<file path="src/rtl/balle_game_pkg.sv">
// Shared definitions for the ball-game video/control slice.
// Holds the paddle motion FSM state encoding and the screen geometry
// constants that the paddle, ball and VGA stages all agree on.
package balle_game_pkg;

  localparam int unsigned SCREEN_W = 640;
  localparam int unsigned PADDLE_W = 64;

  // paddle_x as seen by the PIO, and the wider width used for the clamp
  // arithmetic so that subtraction/addition can never wrap.
  localparam int unsigned POS_W   = 11;
  localparam int unsigned ARITH_W = 12;

  typedef enum logic [1:0] {
    ST_IDLE   = 2'd0,
    ST_MOVE_L = 2'd1,
    ST_MOVE_R = 2'd2
  } paddle_state_e;

endpackage

</file>
<file path="src/rtl/button_debouncer.sv">
// Synchronises one raw active-low push button into the clk domain and
// debounces it, producing a level "pressed" signal.
// Ports:
//   clk        system clock
//   reset_n    asynchronous active-low reset
//   i_btn_n    raw button, active-low, asynchronous to clk
//   o_pressed  accepted button state, 1 = pressed
module button_debouncer #(
  parameter int unsigned DEBOUNCE_CYCLES = 500000
) (
  input  logic clk,
  input  logic reset_n,
  input  logic i_btn_n,
  output logic o_pressed
);

  localparam int unsigned CNT_W = (DEBOUNCE_CYCLES > 1) ? $clog2(DEBOUNCE_CYCLES) : 1;
  localparam logic [CNT_W-1:0] CNT_LAST = CNT_W'(DEBOUNCE_CYCLES - 1);

  logic             r_sync1;
  logic             r_sync2;
  logic             r_pressed;
  logic [CNT_W-1:0] r_cnt;
  logic             w_sync_pressed;

  assign w_sync_pressed = ~r_sync2;
  assign o_pressed      = r_pressed;

  // The counter only runs while the synchronised input disagrees with the
  // accepted state; any agreeing sample restarts it, so a change is taken
  // only after DEBOUNCE_CYCLES consecutive disagreeing samples.
  always_ff @(posedge clk or negedge reset_n) begin
    if (!reset_n) begin
      r_sync1   <= 1'b1;
      r_sync2   <= 1'b1;
      r_pressed <= 1'b0;
      r_cnt     <= '0;
    end else begin
      r_sync1 <= i_btn_n;
      r_sync2 <= r_sync1;
      if (w_sync_pressed == r_pressed) begin
        r_cnt <= '0;
      end else if (r_cnt == CNT_LAST) begin
        r_pressed <= w_sync_pressed;
        r_cnt     <= '0;
      end else begin
        r_cnt <= r_cnt + CNT_W'(1);
      end
    end
  end

endmodule

</file>
<file path="src/rtl/paddle_position_tracker.sv">
// Paddle X coordinate for the ball game, read by the Nios through a PIO.
// Debounces the two paddle buttons, runs an IDLE/MOVE_L/MOVE_R FSM with a
// per-frame speed ramp, and updates the clamped position only on frame_tick
// so the PIO value is stable across a whole frame.
// Ports:
//   clk            system clock
//   reset_n        asynchronous active-low reset
//   btn_left_n     raw left button, active-low, asynchronous
//   btn_right_n    raw right button, active-low, asynchronous
//   frame_tick     one-cycle pulse at start of vertical blanking
//   paddle_x       current paddle X (registered)
//   at_left_edge   paddle_x == X_MIN (registered with paddle_x)
//   at_right_edge  paddle_x == X_MAX (registered with paddle_x)
module paddle_position_tracker
  import balle_game_pkg::*;
#(
  parameter int unsigned DEBOUNCE_CYCLES = 500000,
  parameter int unsigned X_MIN           = 0,
  parameter int unsigned X_MAX           = SCREEN_W - PADDLE_W,
  parameter int unsigned X_RESET         = 288,
  parameter int unsigned SPEED_MIN       = 2,
  parameter int unsigned SPEED_MAX       = 8,
  parameter int unsigned RAMP_FRAMES     = 8
) (
  input  logic             clk,
  input  logic             reset_n,
  input  logic             btn_left_n,
  input  logic             btn_right_n,
  input  logic             frame_tick,
  output logic [POS_W-1:0] paddle_x,
  output logic             at_left_edge,
  output logic             at_right_edge
);

  localparam int unsigned RAMP_W = (RAMP_FRAMES > 1) ? $clog2(RAMP_FRAMES) : 1;
  localparam logic [RAMP_W-1:0]  RAMP_LAST  = RAMP_W'(RAMP_FRAMES - 1);
  localparam logic [ARITH_W-1:0] SPD_MIN    = ARITH_W'(SPEED_MIN);
  localparam logic [ARITH_W-1:0] SPD_MAX    = ARITH_W'(SPEED_MAX);
  localparam logic [ARITH_W-1:0] XMIN_A     = ARITH_W'(X_MIN);
  localparam logic [ARITH_W-1:0] XMAX_A     = ARITH_W'(X_MAX);
  localparam logic [POS_W-1:0]   XMIN_P     = POS_W'(X_MIN);
  localparam logic [POS_W-1:0]   XMAX_P     = POS_W'(X_MAX);
  localparam logic [POS_W-1:0]   XRST_P     = POS_W'(X_RESET);

  logic               w_left;
  logic               w_right;
  paddle_state_e      r_state;
  paddle_state_e      w_next_state;
  logic [POS_W-1:0]   r_x;
  logic [POS_W-1:0]   w_x_next;
  logic               r_at_left;
  logic               r_at_right;
  logic [ARITH_W-1:0] r_speed;
  logic [RAMP_W-1:0]  r_ramp;
  logic [ARITH_W-1:0] w_x12;
  logic [ARITH_W-1:0] w_room_l;
  logic [ARITH_W-1:0] w_room_r;
  logic [ARITH_W-1:0] w_dec;
  logic [ARITH_W-1:0] w_inc;

  button_debouncer #(.DEBOUNCE_CYCLES(DEBOUNCE_CYCLES)) u_deb_left (
    .clk       (clk),
    .reset_n   (reset_n),
    .i_btn_n   (btn_left_n),
    .o_pressed (w_left)
  );

  button_debouncer #(.DEBOUNCE_CYCLES(DEBOUNCE_CYCLES)) u_deb_right (
    .clk       (clk),
    .reset_n   (reset_n),
    .i_btn_n   (btn_right_n),
    .o_pressed (w_right)
  );

  // Both buttons held cancel each other out.
  always_comb begin
    w_next_state = ST_IDLE;
    if (w_left && !w_right) begin
      w_next_state = ST_MOVE_L;
    end else if (w_right && !w_left) begin
      w_next_state = ST_MOVE_R;
    end
  end

  // Move uses the current (pre-transition) state and speed; the clamp
  // compares remaining room against speed so nothing ever wraps.
  always_comb begin
    w_x12    = {1'b0, r_x};
    w_room_l = w_x12 - XMIN_A;
    w_room_r = XMAX_A - w_x12;
    w_dec    = w_x12 - r_speed;
    w_inc    = w_x12 + r_speed;
    w_x_next = r_x;
    if (frame_tick) begin
      case (r_state)
        ST_MOVE_L: w_x_next = (w_room_l < r_speed) ? XMIN_P : w_dec[POS_W-1:0];
        ST_MOVE_R: w_x_next = (w_room_r < r_speed) ? XMAX_P : w_inc[POS_W-1:0];
        default:   w_x_next = r_x;
      endcase
    end
  end

  always_ff @(posedge clk or negedge reset_n) begin
    if (!reset_n) begin
      r_state    <= ST_IDLE;
      r_x        <= XRST_P;
      r_at_left  <= (XRST_P == XMIN_P);
      r_at_right <= (XRST_P == XMAX_P);
      r_speed    <= SPD_MIN;
      r_ramp     <= '0;
    end else begin
      r_state    <= w_next_state;
      r_x        <= w_x_next;
      r_at_left  <= (w_x_next == XMIN_P);
      r_at_right <= (w_x_next == XMAX_P);
      // A state change (including direct reversal) restarts the ramp and
      // overrides the tick update; IDLE keeps the ramp parked at reset.
      if ((w_next_state != r_state) || (w_next_state == ST_IDLE)) begin
        r_speed <= SPD_MIN;
        r_ramp  <= '0;
      end else if (frame_tick) begin
        if (r_ramp == RAMP_LAST) begin
          r_ramp <= '0;
          if (r_speed < SPD_MAX) begin
            r_speed <= r_speed + ARITH_W'(1);
          end
        end else begin
          r_ramp <= r_ramp + RAMP_W'(1);
        end
      end
    end
  end

  assign paddle_x      = r_x;
  assign at_left_edge  = r_at_left;
  assign at_right_edge = r_at_right;

endmodule

</file>
<file path="config.mk">
export PLATFORM = sky130hd
export DESIGN_NAME = paddle_position_tracker
export DESIGN_NICKNAME = d
export VERILOG_FILES = /design/src/rtl/balle_game_pkg.sv /design/src/rtl/button_debouncer.sv /design/src/rtl/paddle_position_tracker.sv
export SDC_FILE = /design/constraint.sdc
export NUM_CORES = 1
export LEC_CHECK = 0
export BUFFER_PORTS_ARGS = -buffer_cell sky130_fd_sc_hd__buf_2
export CORE_MARGIN = 3
export CORE_UTILIZATION = 25
export CTS_CLUSTER_SIZE = 30
export DETAILED_ROUTE_END_ITERATION = 7
export GPL_ROUTABILITY_DRIVEN = 0
export PLACE_DENSITY = 0.47
export SKIP_LAST_GASP = 1
export SLEW_MARGIN = 20
export SYNTH_ARGS = -nofsm -noshare
export SYNTH_HDL_FRONTEND = slang
export SYNTH_SLANG_ARGS = --single-unit
</file>
<file path="constraint.sdc">
create_clock -name clk -period 4.25 [get_ports clk]
set_clock_uncertainty 0.1 [all_clocks]
set_input_delay 0.85 -clock clk [delete_from_list [all_inputs] [get_ports clk]]
set_output_delay 0.85 -clock clk [all_outputs]
set_load 0.05 [all_outputs]
</file>
* After elaboration in Yosys (flattened, before gate mapping)
Index checks and enable logic that the tools add are counted.
** Operators by class
- Add/subtract/negate cells :: 7
- Order comparisons :: 3
- Eq/ne operators :: 9
- Mux-type cells :: 17
- Bitwise logic cells :: 4
- Reductions and logical operators :: 13
** Operators by type and width (number)
- $mux 19 :: 4
- $mux 12 :: 4
- $add 19x1->19 const B :: 2
- $eq 19x19->1 const B :: 2
- $mux 11 :: 3
- $pmux 11 s2 :: 1
- $add 12x1->12 const B :: 1
- $lt 11x12->1 :: 1
- $lt 12x12->1 :: 1
- $lt 12x4->1 const B :: 1
- $sub 10x11->12 const A :: 1
- $add 11x11->11 :: 1
- $eq 11x10->1 const B :: 1
- $logic_not 11->1 :: 1
- $sub 11x11->11 :: 1
- $mux 3 :: 3
- $reduce_bool 2->1 :: 3
- $mux 2 :: 2
- $not 1->1 :: 4
- $reduce_and 2->1 :: 2
- $add 3x1->3 const B :: 1
- $eq 3x3->1 const B :: 1
- $reduce_and 3->1 :: 1
- $eq 1x1->1 :: 2
- 7 further kinds :: 9
** Storage, ports and cells
- Flip-flop bits (word level) :: 74
- Output and inout port bits :: 13
- Logic and storage cells :: 67

* Depth between registers and ports, before layout
Gate-level depths: netlist (run 1).
- Depth after elaboration :: 8
- Mapped depth :: 17
- Mapped depth without buffers :: 16

* Cells and area by module
A second synthesis (run 1) with hierarchy kept.
** Unflattened totals
- Cells, all modules :: 556
- Area, all modules :: 5188.7 um^2
** Modules (own cells, without submodules)
- paddle_position_tracker :: instances 1, cells each 340, area an instance 2946.6 um^2, seq. area each 754.5 um^2
- button_debouncer :: instances 2, cells each 108, area an instance 1121.1 um^2, seq. area each 553.0 um^2

* Worst setup path after synthesis (run 1)
No wires, ideal clock.
- Path type :: register to register
- Start :: register r_x[1], in the netlist paddle_x[1]
- End :: register r_at_right, in the netlist at_right_edge
- Arrival time :: 3434 ps
- Required time :: 4029 ps
- Setup slack :: 595 ps
- Stages on the path, launching flop included :: 16
- Path buffers :: 1
- Path through :: dfrtp_1 > nor3_1 > inv_1 > o41ai_1 > nand2_1 > a21o_1 > ha_1 > nand2_1 > o21ai_1 > o21a_1 > o31a_1 > buf_2 > a21oi_1 > a21boi_1 > and4bb_1 > and4b_1
** Between the ends
- Longest elaborated chain between the ends :: 6
** RTL lines
- start: declaration :: line paddle_position_tracker.sv:49 : logic [POS_W-1:0] r_x;
- start signal: assignment :: line paddle_position_tracker.sv:113 : r_x <= w_x_next;
- $sub 10x11->12 :: line paddle_position_tracker.sv:90 : w_room_r = XMAX_A - w_x12;
- $lt 12x12->1 :: line paddle_position_tracker.sv:97 : ST_MOVE_R: w_x_next = (w_room_r < r_speed) ? XMAX_P : w_inc[POS_W-1:0];
- $mux 11 :: line paddle_position_tracker.sv:97
- $pmux 11 s2 :: line paddle_position_tracker.sv:95 : case (r_state)
- $mux 11 * :: line paddle_position_tracker.sv:94 : if (frame_tick) begin
- $eq 11x10->1 * :: line paddle_position_tracker.sv:115 : r_at_right <= (w_x_next == XMAX_P);
- end signal: assignment :: line paddle_position_tracker.sv:108 : r_at_right <= (XRST_P == XMAX_P);
- end signal: assignment :: line paddle_position_tracker.sv:115
- end: declaration :: line paddle_position_tracker.sv:52 : logic r_at_right;
Every way passes the cells marked *; elsewhere a longest branch is shown, timed or not.
A chain may end at the register's enable or synchronous reset.

* Worst setup path in the final report (run 1)
Same ends and word-level chain as after synthesis.

==> results of run 1 <==
-- registers in the layout (all words and copies together), names as in the netlist --
signal / count
u_deb_left.r_cnt: 19
u_deb_right.r_cnt: 19
r_speed: 12
paddle_x: 11
r_ramp: 3
r_state: 2
at_left_edge: 1
at_right_edge: 1
u_deb_left.o_pressed: 1
u_deb_left.r_sync1: 1
u_deb_left.r_sync2: 1
u_deb_right.o_pressed: 1
u_deb_right.r_sync1: 1
u_deb_right.r_sync2: 1
-- final timing paths --
| path | slack (ps) | cells past startpoint | to | start |
|---|---|---|---|---|
| worst min register to register | 260 | 0 | u_deb_right.r_sync2$_DFF_PN1_ | u_deb_right.r_sync1$_DFF_PN1_ |
| max in group asynchronous | 2880 | 1 | r_ramp[2]$_DFFE_PN0P_ | reset_n |
| worst min-delay path | 260 | 0 | u_deb_right.r_sync2$_DFF_PN1_ | u_deb_right.r_sync1$_DFF_PN1_ |
| worst max register to register | 340 | 16 | at_right_edge$_DFF_PN0_ | paddle_x[1]$_DFF_PN0_ |
| min in group asynchronous | 560 | 1 | paddle_x[2]$_DFF_PN0_ | reset_n |
| worst max-delay path | 340 | 16 | at_right_edge$_DFF_PN0_ | paddle_x[1]$_DFF_PN0_ |
-- cells by family (layout without fill, tap and decap cells) --
| kind of cell | Yosys count | in the layout | share of synthesized area (%) |
|---|---|---|---|
| flip-flops | 74 | 74 | 38.8 |
| AND/OR/NAND/NOR | 187 | 187 | 19.7 |
| XOR/XNOR | 56 | 56 | 10.2 |
| multiplexers | 5 | 5 | 1.04 |
| AO/OA/AOI/OAI | 96 | 96 | 14.1 |
| adder cells (fa/ha/maj) | 44 | 44 | 11.8 |
| buffers and inverters | 50 | 69 | 4.48 |
-- worst reg2reg max path, stage by stage (launching register included) --
cell      delay (ps)
dfrtp_1          490
inv_1            100
ha_1             180
nand2_1           90
or3_1            370
a21oi_1          250
a21bo_2          180
xnor2_1           60
ha_1             280
nand2_1           60
o21ai_1          300
o21a_1           190
o31a_1           400
o41ai_1          170
nand3_1          150
and4bb_1         240
and4b_1          190
-- synth_stat cells, types with 9 or more instances --
| cell | count |
|---|---|
| dfrtp_1 | 67 |
| nor2_1 | 67 |
| ha_1 | 42 |
| inv_1 | 35 |
| nand2_1 | 31 |
| xor2_1 | 30 |
| a21oi_1 | 27 |
| xnor2_1 | 26 |
| nand3_1 | 20 |
| o21ai_0 | 18 |
| nor3_1 | 12 |
| a21o_1 | 9 |
| and3_1 | 9 |
-- final cells by class --
class / count / area (um^2)
Timing Repair Buffer: 18 / 95.1
Sequential cell: 74 / 1860
Inverter: 35 / 131
Multi-Input combinational cell: 388 / 2730
Clock inverter: 7 / 73.8
Clock buffer: 9 / 225
Tap cell: 234 / 293
Fill cell: 1983 / 13400
-- timing repair --
action                                  CTS  global route
setup buffers                             0             0
endpoints found under the setup margin    0             1
resized for setup                         0             1
-- power groups by stage --
stage	clock [mW]	sequential, mW	combinational, mW
after global placement	0	0.731	0.0492
after CTS	0.823	0.719	0.0509
final	0.794	0.719	0.0488
after detailed placement	0	0.732	0.0507
after global routing	0.846	0.720	0.0581
after floorplan	0	0.733	0.0263
-- metal layers --
| layer | vias to the layer above | routed length (um) | GRT usage, % | part of all wire, % |
|---|---|---|---|---|
| met5 | - | 0 | 0 | 0 |
| met4 | 0 | 103 | 2.65 | 0.92 |
| met3 | 8 | 463 | 3.21 | 4.2 |
| met2 | 50 | 5180 | 18.1 | 46 |
| met1 | 1752 | 5400 | 15.9 | 48 |
| li1 | 1807 | - | - | - |
-- per-stage QoR --
step           setup WS, ps  cells  power [mW]  hold slack [ps]  util (%)
4_1_cts                 296    765        1.59              260      28.8
3_5_place_dp            307    749       0.783              250      27.2
5_1_grt                 131    765        1.62              261      28.8
6_report                343    765        1.56              257      28.8
2_1_floorplan           595    512       0.759              245         -
3_3_place_gp            417    749       0.781              248      27.2
==> results.cfg, run 1 <==
[finish]
final_cell_area_um2 = 5410
diodes = 0
mostFrequentLayoutCells = 67 x nor2_1, 67 x dfrtp_1, 42 x ha_1, 35 x inv_1, 31 x nand2_1
drive_above_1_share_pct = 10.7
area_growth_pct = 12.7
nets = 575

[run]
max-cap-violations = 0

[routing]
routed_wl_um = 11100
route.detailed.drc = 0
routedWlPerCell_um = 14.6
vias = 3617
viasPerCell = 4.73
drt_iter0_drc = 253
drt_first_pass_iters = 5
drtAntennaViolNets = 0

[sta]
hold_viol = 0
setup_tns_ps = 0
clock.fmax_mhz = 256
maxSlewHeadroom_pct = 35.9
worst_pin_slew_ps = 962
rsz0062_at_grt = false
setup_viol = 0
fin_crit_ps = 3910
period_share_pct = 91.9
finalMaxSlewViolations = 0

[die]
die_y_um = 145
std_cell_rows = 50
start_util_pct = 25.6
dieArea_um2 = 20900
ios = 18
die-width_um = 145
core-area_um2 = 18800

[power_and_ir_drop]
internal-power_mw = 1.19
peakVddDrop_uv = 183
pwr-share-clk_pct = 50.8
pwr-share-comb_pct = 3.1
switching_power_mw = 0.375
powerDensity_nw_per_um2 = 289
pwr-share-seq_pct = 46.0
power.leakage_nw = 2.44
swShare_pct = 24.0

[setup_path]
critical_path.top_delay_family = compound AO/OA/AOI/OAI gates
cp.arrival_ps = 4040
cp_max_fo = 9
path_class = reg -> reg
cp_num_buf_inv = 1
crit_path_cell_trace = inv_1 -> ha_1 -> nand2_1 -> or3_1 -> a21oi_1 -> a21bo_2 -> xnor2_1 -> ha_1 -> nand2_1 -> o21ai_1 -> o21a_1 -> o31a_1 -> o41ai_1 -> nand3_1 -> and4bb_1 -> and4b_1
slowest_delay_ps = 490
slowest_stage = dfrtp_1
cp_data_required_time_ps = 4380
start_kind = flip-flop
crit_path_end_kind = flip-flop

[global_routing]
first_global_vias = 3664
grt_usage_pct = 11.6
grt_overflow_total = 0
grt_pass1_wl_um = 19000
grt_max_degree = 75
grt_antenna_before_repair = 0

[clocking]
root_buffer = clkbuf_16
cts_tree = done
cts_made_buffers = 9
clock_latency_ps = 350
cts_hold_buf = 0
cts.sinks = 74
cts.path.max_buffers = 2
cts-htree-levels = 3
clk_pin_slew_worst_paths_ps = 60

[logic_synthesis]
synthCells = 512
yosys_warnings = 0
syn-mean-instance-area_um2 = 9.38
yosysTopAreaCell = dfrtp_1
synth_top_cell_area_share_pct = 34.9
synth_cell_type_count = 66
synth_ff_type = dfrtp_1
ys_top_cells_by_area = dfrtp_1 35%, ha_1 11%, xor2_1 5.5%
ys_async_sr_fraction_pct = 100
ys_seq_elements = 74
ys_seq_area_share_pct = 38.8
synth_nets = 561
synthesis.area_um2 = 4800
synth_edf_count = 0

[run_status]
status = finished clean

[min_path]
hold_class = reg -> reg

[placement]
place_hpwl_um = 8220
portBuffers = 17
place_area_um2 = 5100
No activity file was read; power rests on OpenSTA's default activity.
==> run 2, diff against run 1 <==
--- a/config.mk
+++ b/config.mk
@@ -11,6 +11,7 @@
 export CTS_CLUSTER_SIZE = 30
 export DETAILED_ROUTE_END_ITERATION = 7
 export GPL_ROUTABILITY_DRIVEN = 0
+export MAX_ROUTING_LAYER = met4
 export PLACE_DENSITY = 0.47
 export SKIP_LAST_GASP = 1
 export SLEW_MARGIN = 20
==> results.cfg, run 2 (synthesis results as in run 1) <==
[power_and_ir_drop]
internal-power_mw = 1.19
switching_power_mw = 0.373
peakVddDrop_uv = 180
swShare_pct = 23.9
pwr-share-clk_pct = 50.8
powerDensity_nw_per_um2 = 288
power.leakage_nw = 2.44
pwr-share-comb_pct = 3.1
pwr-share-seq_pct = 46.1

[sta]
hold_viol = 0
worst_pin_slew_ps = 966
clock.fmax_mhz = 255
finalMaxSlewViolations = 0
timing.final.ws_setup_ps = 332
period_share_pct = 92.2
fin_crit_ps = 3920
setup_viol = 0
setup_tns_ps = 0
rsz0062_at_grt = false
maxSlewHeadroom_pct = 35.6

[finish]
n_fill_cell = 1983
seq_area_um2 = 1860
drive_above_1_share_pct = 10.7
multi_input_area_um2 = 2730
reg_top3 = u_deb_left.r_cnt x19, u_deb_right.r_cnt x19, r_speed x12
nets = 575
area_growth_pct = 12.7
diodes = 0
final_cell_count_no_fill = 765
mostFrequentLayoutCells = 67 x nor2_1, 67 x dfrtp_1, 42 x ha_1, 35 x inv_1, 31 x nand2_1

[global_routing]
grt_use_met2_pct = 18.1
grt_overflow_total = 0
use_met3_pct = 3.11
grt_max_degree = 75
first_global_vias = 3666
grt_pass1_wl_um = 19000
grt_use_met1_pct = 15.8
grt_usage_pct = 11.9
top_usage_layer = met2
grt_antenna_before_repair = 0

[die]
std_cell_rows = 50
dieArea_um2 = 20900
die_y_um = 145
die-width_um = 145
ios = 18
start_util_pct = 25.6
core-area_um2 = 18800

[setup_path]
crit_path_end_kind = flip-flop
crit_path_cell_trace = inv_1 -> ha_1 -> nand2_1 -> or3_1 -> a21oi_1 -> a21bo_2 -> xnor2_1 -> ha_1 -> nand2_1 -> o21ai_1 -> o21a_1 -> o31a_1 -> o41ai_1 -> nand3_1 -> and4bb_1 -> and4b_1
cp_data_required_time_ps = 4380
cp_max_fo = 9
slowest_delay_ps = 490
slowest_stage = dfrtp_1
cp.arrival_ps = 4050
start_kind = flip-flop
path_class = reg -> reg

[clocking]
cts_made_buffers = 9
cts_tree = done
cts.path.max_buffers = 2
cts_hold_buf = 0
clock_latency_ps = 350
root_buffer = clkbuf_16
clk_pin_slew_worst_paths_ps = 60
cts-htree-levels = 3
cts.sinks = 74

[placement]
post-place-ws_ps = 307
place_hpwl_um = 8220
portBuffers = 17
dp_cells = 749

[routing]
drt_first_pass_iters = 5
drt_iter0_drc = 278
routedWlPerCell_um = 14.5
drtAntennaViolNets = 0
route.detailed.drc = 0
vias = 3629
routed_wl_um = 11100
viasPerCell = 4.74

[run]
max-cap-violations = 0

[min_path]
hold_class = reg -> reg

[run_status]
status = finished clean
## run 2: what timing repair did
action,in CTS,in global routing
setup endpoints to repair,0,1
setup buffers,0,0
gates resized for setup,0,1
## run 2: critical path, delay by kind of cell, from the launching register on
family	cells	cell delay, ps
buffers and inverters	1	100
DFF	1	490
xor gates and xnor gates	1	60
and+or+nand+nor	6	1090
adders and majority gates	2	460
AOI/OAI and AO/OA	6	1490
## run 2: per-stage QoR
stage	util (%)	total power, mW	area (um^2)	hold slack (ps)
global route	28.8	1.62	5410	261
global placement	27.2	0.781	5100	248
CTS	28.8	1.59	5400	260
floorplan	-	0.759	4800	245
detailed placement	27.2	0.783	5100	250
finish	28.8	1.56	5410	257
## run 2: power groups by stage
stage,combinational (mW),sequential (mW),clock [mW]
final,0.0487,0.719,0.792
after global routing,0.0582,0.720,0.845
after CTS,0.0509,0.719,0.823
after detailed placement,0.0507,0.732,0
after global placement,0.0492,0.731,0
after floorplan,0.0263,0.733,0
## run 2: path summary, 6_finish.rpt
path | start | endpoint | slack (ps) | cells after the start
setup / recovery | paddle_x[1]$_DFF_PN0_ | at_right_edge$_DFF_PN0_ | 330 | 16
hold / removal | u_deb_left.r_sync1$_DFF_PN1_ | u_deb_left.r_sync2$_DFF_PN1_ | 260 | 0
setup reg to reg | paddle_x[1]$_DFF_PN0_ | at_right_edge$_DFF_PN0_ | 330 | 16
hold reg to reg | u_deb_left.r_sync1$_DFF_PN1_ | u_deb_left.r_sync2$_DFF_PN1_ | 260 | 0
max in group asynchronous | reset_n | r_ramp[0]$_DFFE_PN0P_ | 2870 | 1
min in group asynchronous | reset_n | paddle_x[2]$_DFF_PN0_ | 560 | 1
## run 2: layout make-up
| cell class | instances | area share (%) |
|---|---|---|
| clock buffer | 9 | 4.16 |
| clock inverter | 7 | 1.36 |
| inverter | 35 | 2.43 |
| multi-input combinational | 388 | 50.5 |
| sequential | 74 | 34.4 |
| tap | 234 | 5.41 |
| timing repair buffer | 18 | 1.76 |
## run 2: routing by layer
layer	wire [um]	vias up	share of wire (%)
li1	-	1804	-
met1	5370	1759	48
met2	5160	54	46
met3	466	12	4.2
met4	114	0	1.0
met5	0	-	0
==> run 3, diff against run 2 <==
==> constraint.sdc (replaced) <==
create_clock -name clk -period 4.9 [get_ports clk]
set_clock_uncertainty 0.1 [all_clocks]
set_input_delay 0.98 -clock clk [delete_from_list [all_inputs] [get_ports clk]]
set_output_delay 0.98 -clock clk [all_outputs]
set_load 0.05 [all_outputs]
==> results.cfg, run 3 (synthesis results as in run 1) <==
[min_path]
hold_class = reg -> reg

[sta]
timing.final.ws_setup_ps = 944
fin_crit_ps = 3960
clock.fmax_mhz = 253
worst_pin_slew_ps = 954
rsz0062_at_grt = false
finalMaxSlewViolations = 0
setup_tns_ps = 0
hold_viol = 0
period_share_pct = 80.7
maxSlewHeadroom_pct = 35.8
setup_viol = 0

[power_and_ir_drop]
switching_power_mw = 0.295
pwr-share-seq_pct = 48.0
swShare_pct = 22.7
peakVddDrop_uv = 138
pwr-share-clk_pct = 48.6
pwr-share-comb_pct = 3.4
powerDensity_nw_per_um2 = 241
internal-power_mw = 1.00
total_power_mw = 1.30
power.leakage_nw = 2.43

[finish]
drive_above_1_share_pct = 10.5
nets = 575
mostFrequentLayoutCells = 67 x nor2_1, 67 x dfrtp_1, 42 x ha_1, 35 x inv_1, 31 x nand2_1
area_growth_pct = 12.6
final_cell_area_um2 = 5410
reg_top3 = u_deb_left.r_cnt x19, u_deb_right.r_cnt x19, r_speed x12
diodes = 0

[routing]
routed_wl_um = 10900
drt_first_pass_iters = 4
viasPerCell = 4.72
routedWlPerCell_um = 14.2
drtAntennaViolNets = 0
route.detailed.drc = 0
drt_iter0_drc = 186
vias = 3610

[die]
ios = 18
dieArea_um2 = 20900
die_y_um = 145
std_cell_rows = 50
core-area_um2 = 18800
start_util_pct = 25.6
die-width_um = 145

[clocking]
cts.sinks = 74
cts-htree-levels = 3
post_cts_resized = 0
cts.path.max_buffers = 2
cts_made_buffers = 9
root_buffer = clkbuf_16
cts_hold_buf = 0
clock_latency_ps = 340
postCtsSetupBuffers = 0
clk_pin_slew_worst_paths_ps = 60
cts_tree = done

[setup_path]
start_kind = flip-flop
crit_path_end_kind = flip-flop
cp_data_required_time_ps = 5030
cp.arrival_ps = 4080
cp_max_fo = 9
path_class = reg -> reg

[global_routing]
first_global_vias = 3623
grt_pass1_wl_um = 18400
grt_overflow_total = 0
grt_antenna_before_repair = 0
grt_usage_pct = 11.6
grt_max_degree = 75

[placement]
post-place-ws_ps = 954
place_area_um2 = 5100
portBuffers = 17
place_hpwl_um = 8100

[run_status]
status = finished clean

[run]
max-cap-violations = 0
## run 3: cell count changes in the layout (fill, tap and decap cells not counted), sizes merged
cell	previous run	this run
inv	38	37
bufinv	1	0
clkbuf	9	11
## run 3: per-layer routing
layer	global-route usage [%]	share of wire, %	up-vias
li1	-	-	1806
met1	14.9	48	1722
met2	17.9	46	66
met3	3.21	4.2	16
met4	3.34	1.6	0
met5	-	0	-
## run 3: final timing paths
path	start	slack, ps	end	cells past startpoint
worst min-delay path	u_deb_right.r_sync1$_DFF_PN1_	260	u_deb_right.r_sync2$_DFF_PN1_	0
worst max register to register	paddle_x[1]$_DFF_PN0_	940	at_right_edge$_DFF_PN0_	14
max in group asynchronous	reset_n	3490	u_deb_left.r_sync1$_DFF_PN1_	2
min in group asynchronous	reset_n	550	paddle_x[2]$_DFF_PN0_	1
worst max-delay path	paddle_x[1]$_DFF_PN0_	940	at_right_edge$_DFF_PN0_	14
worst min register to register	u_deb_right.r_sync1$_DFF_PN1_	260	u_deb_right.r_sync2$_DFF_PN1_	0
## run 3: power by group through the flow
stage	clock network [mW]	registers, mW	logic [mW]
2_1_floorplan	0	0.635	0.0228
3_3_place_gp	0	0.634	0.0427
3_5_place_dp	0	0.635	0.0438
4_1_cts	0.661	0.624	0.0439
5_1_grt	0.687	0.625	0.0514
6_report	0.633	0.624	0.0440
## run 3: area by class of cell
cell class	count	area, um^2
Clock buffer	11	253
Clock inverter	5	35.0
Fill cell	1993	13400
Inverter	35	131
Multi-Input combinational cell	388	2730
Sequential cell	74	1860
Tap cell	234	293
Timing Repair Buffer	18	108
## run 3: critical path, cell delays in order, from the launching register on
cell      delay, ps
dfrtp_1         490
nor3_1          330
inv_1           130
o41ai_1         420
nand2_1         180
a21o_1          220
ha_1            290
nand2_1          60
o21ai_1         320
o21a_1          190
o31a_1          380
a21oi_1         130
a21boi_1        190
and4bb_1        220
and4b_1         190
## run 3: stage by stage
stage	instances	util [%]	hold slack, ps
6_report	765	28.8	256
3_3_place_gp	748	27.2	248
4_1_cts	764	28.7	258
2_1_floorplan	512	-	245
5_1_grt	765	28.8	259
3_5_place_dp	748	27.2	250
